===== src/rtl/step_judge_if.sv =====
// Bus between the level sequencer / pad logic (master) and the step judge (slave).
// Carries target pulses, pad levels, the done pulse and the grading/score outputs.
interface step_judge_if #(
    parameter int SCORE_W = 16,
    parameter int COMBO_W = 8
);
    logic               start;
    logic               tgt_left;
    logic               tgt_right;
    logic               tgt_up;
    logic               tgt_down;
    logic               done;
    logic               btn_left;
    logic               btn_right;
    logic               btn_up;
    logic               btn_down;
    logic               hit_perfect;
    logic               hit_good;
    logic               miss;
    logic [SCORE_W-1:0] score;
    logic [COMBO_W-1:0] combo;
    logic [COMBO_W-1:0] max_combo;
    logic               result_valid;

    modport master (
        output start, tgt_left, tgt_right, tgt_up, tgt_down, done,
               btn_left, btn_right, btn_up, btn_down,
        input  hit_perfect, hit_good, miss, score, combo, max_combo, result_valid
    );

    modport slave (
        input  start, tgt_left, tgt_right, tgt_up, tgt_down, done,
               btn_left, btn_right, btn_up, btn_down,
        output hit_perfect, hit_good, miss, score, combo, max_combo, result_valid
    );
endinterface


===== src/rtl/step_judge.sv =====
// Grades pad presses against target pulses; keeps score, combo and max combo.
// Optional macro STEP_JUDGE_STRAY_PENALTY_EN: a stray press with no target clears combo.
module step_judge #(
    parameter int WINDOW      = 500,
    parameter int PERFECT_WIN = 100,
    parameter int SCORE_W     = 16,
    parameter int COMBO_W     = 8
) (
    input  logic         clk,
    input  logic         rst,
    step_judge_if.slave  bus
);

    localparam int EW = $clog2(WINDOW + 1);

    typedef enum logic [1:0] {S_IDLE, S_ARMED, S_OPEN, S_DONE} state_t;

    state_t             r_state, w_state_nx;
    logic [3:0]         r_pat, w_pat_nx;
    logic [3:0]         r_got, w_got_nx;
    logic [EW-1:0]      r_elapsed, w_elapsed_nx;
    logic [3:0]         r_btn_q;
    logic               r_hit_perfect, r_hit_good, r_miss, r_result_valid;
    logic [SCORE_W-1:0] r_score;
    logic [COMBO_W-1:0] r_combo, r_max_combo;

    logic [3:0]         w_tgt, w_btn, w_press;
    logic               w_perfect, w_good, w_miss, w_clear, w_resolved;
    logic [COMBO_W-1:0] w_combo_inc;
`ifdef STEP_JUDGE_STRAY_PENALTY_EN
    logic               w_stray;
`endif

    function automatic logic [SCORE_W-1:0] sat_score(input logic [SCORE_W-1:0] s,
                                                     input logic [1:0] inc);
        logic [SCORE_W:0] sum;
        sum = {1'b0, s} + (SCORE_W + 1)'(inc);
        return sum[SCORE_W] ? '1 : sum[SCORE_W-1:0];
    endfunction

    function automatic logic [COMBO_W-1:0] sat_combo(input logic [COMBO_W-1:0] c);
        return (&c) ? c : c + COMBO_W'(1);
    endfunction

    assign w_tgt       = {bus.tgt_left, bus.tgt_right, bus.tgt_up, bus.tgt_down};
    assign w_btn       = {bus.btn_left, bus.btn_right, bus.btn_up, bus.btn_down};
    assign w_press     = w_btn & ~r_btn_q;
    assign w_combo_inc = sat_combo(r_combo);

    always_comb begin
        w_state_nx   = r_state;
        w_pat_nx     = r_pat;
        w_got_nx     = r_got;
        w_elapsed_nx = r_elapsed;
        w_perfect    = 1'b0;
        w_good       = 1'b0;
        w_miss       = 1'b0;
        w_clear      = 1'b0;
        w_resolved   = 1'b0;
`ifdef STEP_JUDGE_STRAY_PENALTY_EN
        w_stray      = 1'b0;
`endif
        if (bus.start) begin
            w_clear      = 1'b1;
            w_state_nx   = S_ARMED;
            w_pat_nx     = '0;
            w_got_nx     = '0;
            w_elapsed_nx = '0;
        end else begin
            unique case (r_state)
                S_ARMED: begin
                    if (bus.done) begin
                        w_state_nx = S_DONE;
                    end else if (w_tgt != 4'd0) begin
                        // A press outside the arriving pattern spoils it immediately.
                        if ((w_press & ~w_tgt) != 4'd0) begin
                            w_miss = 1'b1;
                        end else begin
                            w_state_nx   = S_OPEN;
                            w_pat_nx     = w_tgt;
                            w_got_nx     = w_press & w_tgt;
                            w_elapsed_nx = '0;
                        end
`ifdef STEP_JUDGE_STRAY_PENALTY_EN
                    end else if (w_press != 4'd0) begin
                        w_stray = 1'b1;
`endif
                    end
                end
                S_OPEN: begin
                    if (bus.done) begin
                        w_miss     = 1'b1;
                        w_state_nx = S_DONE;
                        w_pat_nx   = '0;
                        w_got_nx   = '0;
                    end else begin
                        if ((w_press & ~r_pat) != 4'd0) begin
                            w_miss     = 1'b1;
                            w_resolved = 1'b1;
                        end else if ((r_got | w_press) == r_pat) begin
                            w_perfect  = (r_elapsed <= EW'(PERFECT_WIN));
                            w_good     = (r_elapsed >  EW'(PERFECT_WIN));
                            w_resolved = 1'b1;
                        end else if (r_elapsed == EW'(WINDOW)) begin
                            w_miss     = 1'b1;
                            w_resolved = 1'b1;
                        end
                        // Presses that resolved the old target are not credited to a new one.
                        if (w_resolved) begin
                            if (w_tgt != 4'd0) begin
                                w_pat_nx     = w_tgt;
                                w_got_nx     = '0;
                                w_elapsed_nx = '0;
                            end else begin
                                w_state_nx = S_ARMED;
                                w_pat_nx   = '0;
                                w_got_nx   = '0;
                            end
                        end else if (w_tgt != 4'd0) begin
                            w_miss       = 1'b1;
                            w_pat_nx     = w_tgt;
                            w_got_nx     = w_press & w_tgt;
                            w_elapsed_nx = '0;
                        end else begin
                            w_got_nx     = r_got | w_press;
                            w_elapsed_nx = r_elapsed + EW'(1);
                        end
                    end
                end
                default: ;
            endcase
        end
    end

    always_ff @(posedge clk or negedge rst) begin
        if (!rst) begin
            r_state        <= S_IDLE;
            r_pat          <= '0;
            r_got          <= '0;
            r_elapsed      <= '0;
            r_btn_q        <= '0;
            r_hit_perfect  <= 1'b0;
            r_hit_good     <= 1'b0;
            r_miss         <= 1'b0;
            r_result_valid <= 1'b0;
            r_score        <= '0;
            r_combo        <= '0;
            r_max_combo    <= '0;
        end else begin
            r_state        <= w_state_nx;
            r_pat          <= w_pat_nx;
            r_got          <= w_got_nx;
            r_elapsed      <= w_elapsed_nx;
            r_btn_q        <= w_btn;
            r_hit_perfect  <= w_perfect;
            r_hit_good     <= w_good;
            r_miss         <= w_miss;
            r_result_valid <= !w_clear && (w_state_nx == S_DONE);
            if (w_clear) begin
                r_score     <= '0;
                r_combo     <= '0;
                r_max_combo <= '0;
            end else if (w_perfect || w_good) begin
                r_score     <= sat_score(r_score, w_perfect ? 2'd2 : 2'd1);
                r_combo     <= w_combo_inc;
                r_max_combo <= (w_combo_inc > r_max_combo) ? w_combo_inc : r_max_combo;
            end else if (w_miss) begin
                r_combo <= '0;
`ifdef STEP_JUDGE_STRAY_PENALTY_EN
            end else if (w_stray) begin
                r_combo <= '0;
`endif
            end
        end
    end

    assign bus.hit_perfect  = r_hit_perfect;
    assign bus.hit_good     = r_hit_good;
    assign bus.miss         = r_miss;
    assign bus.score        = r_score;
    assign bus.combo        = r_combo;
    assign bus.max_combo    = r_max_combo;
    assign bus.result_valid = r_result_valid;

endmodule


===== src/flat_wrapper.sv =====
// flat-port wrapper written by rule: the top's interface ports become plain ports
module step_judge_flat 
#(
    parameter int WINDOW      = 500,
    parameter int PERFECT_WIN = 100,
    parameter int SCORE_W     = 16,
    parameter int COMBO_W     = 8
)
  (clk, rst, bus_start, bus_tgt_left, bus_tgt_right, bus_tgt_up, bus_tgt_down, bus_done, bus_btn_left, bus_btn_right, bus_btn_up, bus_btn_down, bus_hit_perfect, bus_hit_good, bus_miss, bus_score, bus_combo, bus_max_combo, bus_result_valid);
  step_judge_if #(.SCORE_W(SCORE_W), .COMBO_W(COMBO_W)) bus_i ();
  input  logic clk;
  input  logic rst;
  input wire logic [$bits(bus_i.start)-1:0] bus_start;
  input wire logic [$bits(bus_i.tgt_left)-1:0] bus_tgt_left;
  input wire logic [$bits(bus_i.tgt_right)-1:0] bus_tgt_right;
  input wire logic [$bits(bus_i.tgt_up)-1:0] bus_tgt_up;
  input wire logic [$bits(bus_i.tgt_down)-1:0] bus_tgt_down;
  input wire logic [$bits(bus_i.done)-1:0] bus_done;
  input wire logic [$bits(bus_i.btn_left)-1:0] bus_btn_left;
  input wire logic [$bits(bus_i.btn_right)-1:0] bus_btn_right;
  input wire logic [$bits(bus_i.btn_up)-1:0] bus_btn_up;
  input wire logic [$bits(bus_i.btn_down)-1:0] bus_btn_down;
  output wire logic [$bits(bus_i.hit_perfect)-1:0] bus_hit_perfect;
  output wire logic [$bits(bus_i.hit_good)-1:0] bus_hit_good;
  output wire logic [$bits(bus_i.miss)-1:0] bus_miss;
  output wire logic [$bits(bus_i.score)-1:0] bus_score;
  output wire logic [$bits(bus_i.combo)-1:0] bus_combo;
  output wire logic [$bits(bus_i.max_combo)-1:0] bus_max_combo;
  output wire logic [$bits(bus_i.result_valid)-1:0] bus_result_valid;
  assign bus_i.start = bus_start;
  assign bus_i.tgt_left = bus_tgt_left;
  assign bus_i.tgt_right = bus_tgt_right;
  assign bus_i.tgt_up = bus_tgt_up;
  assign bus_i.tgt_down = bus_tgt_down;
  assign bus_i.done = bus_done;
  assign bus_i.btn_left = bus_btn_left;
  assign bus_i.btn_right = bus_btn_right;
  assign bus_i.btn_up = bus_btn_up;
  assign bus_i.btn_down = bus_btn_down;
  assign bus_hit_perfect = bus_i.hit_perfect;
  assign bus_hit_good = bus_i.hit_good;
  assign bus_miss = bus_i.miss;
  assign bus_score = bus_i.score;
  assign bus_combo = bus_i.combo;
  assign bus_max_combo = bus_i.max_combo;
  assign bus_result_valid = bus_i.result_valid;
  step_judge #(.WINDOW(WINDOW), .PERFECT_WIN(PERFECT_WIN), .SCORE_W(SCORE_W), .COMBO_W(COMBO_W)) u_core (.clk(clk), .rst(rst), .bus(bus_i));
endmodule

===== config.mk =====
export PLATFORM = sky130hd
export DESIGN_NAME = step_judge_flat
export DESIGN_NICKNAME = d
export VERILOG_FILES = /design/src/rtl/step_judge_if.sv /design/src/rtl/step_judge.sv /design/src/flat_wrapper.sv
export SDC_FILE = /design/constraint.sdc
export NUM_CORES = 1
export LEC_CHECK = 0
export ABC_AREA = 1
export BUFFER_PORTS_ARGS = -buffer_cell sky130_fd_sc_hd__buf_2
export CORE_UTILIZATION = 45
export DETAILED_ROUTE_END_ITERATION = 12
export GPL_TIMING_DRIVEN = 0
export PLACE_DENSITY = 0.66
export SYNTH_ARGS = -nofsm -noshare
export SYNTH_HDL_FRONTEND = slang
export SYNTH_SLANG_ARGS = --single-unit

===== constraint.sdc =====
create_clock -name clk -period 4.2 [get_ports clk]
set_input_delay 0.84 -clock clk [delete_from_list [all_inputs] [get_ports clk]]
set_output_delay 0.84 -clock clk [all_outputs]
set_load 0.01 [all_outputs]

==> out/metrics.yaml <==
status: "complete, no violations"
diodes: 0
p_clk_share_pct: 36.8
crit_required_ns: 4.47
rsz0062_at_grt: "no"
r2r_setup_slack_ns: 0.58
grt_max_degree: 60
gp_congestion: 0.886
power_switching_uw: 462
slew_viol_final: 0
ys_seq_area_share_pct: 38.7
r2r-end: "u_core.bus.score[5]"
rr_startpoint: "u_core.r_state[0]"
p_int_uw: 969
synth.distinct_cells: 37
die_x_um: 94.0
overflow: 0
wl_per_cell_um: 12.9
powerDensity_nw_per_um2: 327
synthFlopType: "dfrtp_1"
clk_latency_ns: 0.36
hpwlAfterDp_mm: 6.43
die_area_um2: 8840
setup_viol: 0
multi_input_area_um2: 1950
netlist_instances: 524
vdd_drop_max_uv: 196
place_inst: 676
syn-num-nets: 552
finalCritPeriodShare_pct: 88.2
ys_ff_latch: 59
pwr-share-comb_pct: 20.7
firstDrtPassIters: 5
slew_headroom_pct: 50.0
nets: 610
hold_ws_ns: 0.497
vias: 3553
fillers: 789
h-tree-depth: 3
finalPower_uw: 1430
drt_iter0_drc: 151
hp-class: "flip-flop to flip-flop"
whs_path_depth: 2
drive_above_1_share_pct: 18.6
grt_usage_pct: 22.8
cap_violations: 0
cp-start-kind: "input pin"
vias_per_cell: 5.13
seqPwrFrac_pct: 42.5
min_period_ns: 3.70
drtAntennaViolNets: 0
ys_warn_count: 0
instances_no_fill: 692
reg2reg_depth: 20
cts_setup_buffers: 0
design_area_um2: 4380
syn_to_final_growth_pct: 15.0
synth_area_um2: 3810
avgSynthCellArea_um2: 7.27
clk_pin_slew_ns: 0.07
fin_util_pct: 53.3
final_common_cell: "nand2_1"
worstPathArrival_ns: 3.97
min_to: "u_core.r_elapsed[3]"
grt_pass1_wl_mm: 15.4
antenna_found_initial: 0
io_pins: 48
skew_ns: 0.0136
coreArea_um2: 8220
regArea_um2: 1480
crit_fanout: 10
p_sw_share_pct: 32.3
synth_edf_count: 0
clockBufferDepth: 2
critPathKind: "input pin to flip-flop"
crit_path_end_kind: "flip-flop"
placed_area_um2: 4180
numClockSinks: 59
die_height_um: 94.0
tightest_slew_ns: 0.750
hold_viol: 0
drc: 0
rows: 33
worst_hold_startpoint: "u_core.r_elapsed[3]"
grt_pass1_vias: 3367
cts_root_buf: "clkbuf_8"
portBuffers: 47
timing.fmax_ghz: 0.270
cts_tree: "built"
initial_utilization_pct: 46.4
layout_common_cells: "nand2_1 (129), inv_1 (75), dfrtp_1 (59), nand3_1 (54), buf_2 (51)"
synthArstFlopShare_pct: 100
wirelength_mm: 8.93
leakage_uw: 0.00234
cts_buffers: 9
## sequential cells by signal (all words and copies together) (netlist names)
register	count
u_core.bus.score	16
u_core.bus.max_combo	8
u_core.r_pat	4
u_core.r_btn_q	4
u_core.bus.result_valid	1
u_core.r_elapsed	9
u_core.r_got	4
u_core.bus.miss	1
u_core.bus.combo	8
u_core.bus.hit_perfect	1
u_core.bus.hit_good	1
u_core.r_state	2
## power groups by stage
stage	Sequential [µW]	Clock [µW]	Combinational, µW
2_1_floorplan	618	0	213
3_3_place_gp	617	0	290
3_5_place_dp	618	0	295
4_1_cts	608	540	296
5_1_grt	611	562	336
6_report	608	527	296
## cell type report
cell class | instances | share of cell area, %
repair buffers | 47 | 5.43
flip-flops and latches | 59 | 33.7
plain buffers | 9 | 1.28
clock inverters | 5 | 1.20
inverters | 86 | 7.65
well taps | 105 | 3.00
clock buffers | 11 | 3.23
multi-input cells | 370 | 44.5
## how the worst max path moves through the flow
stage / start / end / slack (ns)
6_report: bus_btn_up / u_core.bus.score[5] / 0.50
5_1_grt: bus_btn_up / u_core.bus.score[5] / 0.004
4_1_cts: bus_btn_up / u_core.bus.score[5] / 0.33
3_5_place_dp: bus_btn_up / u_core.bus.score[5] / -0.02
3_3_place_gp: bus_btn_up / u_core.bus.score[5] / 0.07
2_1_floorplan: bus_btn_up / u_core.bus.score[7] / 0.80
## metrics by stage
| step | TNS, ns | setup WS, ns |
|---|---|---|
| after floorplan | 0 | 0.798 |
| after global placement | 0 | 0.0664 |
| after detailed placement | -0.0152 | -0.0152 |
| after CTS | 0 | 0.334 |
| after global routing | 0 | 0.00400 |
| final | 0 | 0.497 |
## repair_timing
| item | 4_1_cts | 5_1_grt |
|---|---|---|
| hold buffers | 0 | 0 |
| setup endpoints to repair | 0 | 10 |
| gates resized for setup | 0 | 3 |
## critical path: stages
cell and delay, ns:
buf_2 0.10, inv_1 0.04, nor2_1 0.14, nand2_1 0.08
nand2_1 0.08, clkinv_1 0.06, nand2_1 0.08, nor2_1 0.06
nand4_2 0.18, inv_1 0.09, buf_2 0.21, nand2_2 0.12
ha_1 0.19, inv_1 0.06, fa_1 0.38, inv_1 0.07
nand2_1 0.07, nor2_2 0.15, nand2_1 0.08, nor2_2 0.13
nand2_1 0.11, nor2_1 0.16, nand2_2 0.16, inv_4 0.14
a21oi_1 0.06, o22ai_1 0.15
## cells by family after synthesis
| family | count (synthesis) | synth area share, % |
|---|---|---|
| simple gates | 270 | 32.7 |
| xor+xnor | 10 | 2.30 |
| compound gates | 74 | 10.6 |
| flops | 59 | 38.7 |
| buf+inv | 95 | 10.2 |
| fa+ha+maj | 16 | 5.45 |
## Yosys cell counts (3+ instances only)
| master | number | area [µm²] |
|---|---|---|
| nand2_2 | 13 | 81.3 |
| inv_4 | 4 | 25.0 |
| inv_2 | 5 | 18.8 |
| nor2_2 | 4 | 25.0 |
| o21ai_2 | 3 | 26.3 |
| nor3_1 | 13 | 65.1 |
| nand4_1 | 5 | 31.3 |
| clkbuf_1 | 3 | 11.3 |
| o22ai_1 | 9 | 56.3 |
| nand2_1 | 130 | 488 |
| ha_1 | 15 | 188 |
| inv_1 | 75 | 282 |
| nand3_1 | 54 | 270 |
| buf_2 | 5 | 25.0 |
| o21ai_1 | 8 | 40.0 |
| xor2_1 | 9 | 78.8 |
| nor2_1 | 39 | 146 |
| dfrtp_1 | 59 | 1480 |
| o21ai_0 | 26 | 130 |
| a21oi_1 | 24 | 120 |
## per-layer routing
layer / GRT usage, % / vias to the layer above / share of wire (%)
met1: 30.0 / 1643 / 47
li1: - / 1802 / -
met5: 0 / - / 0
met4: 11.3 / 0 / 1.8
met3: 3.48 / 14 / 4.3
met2: 36.4 / 94 / 46
(Power assumes the default switching activity.)
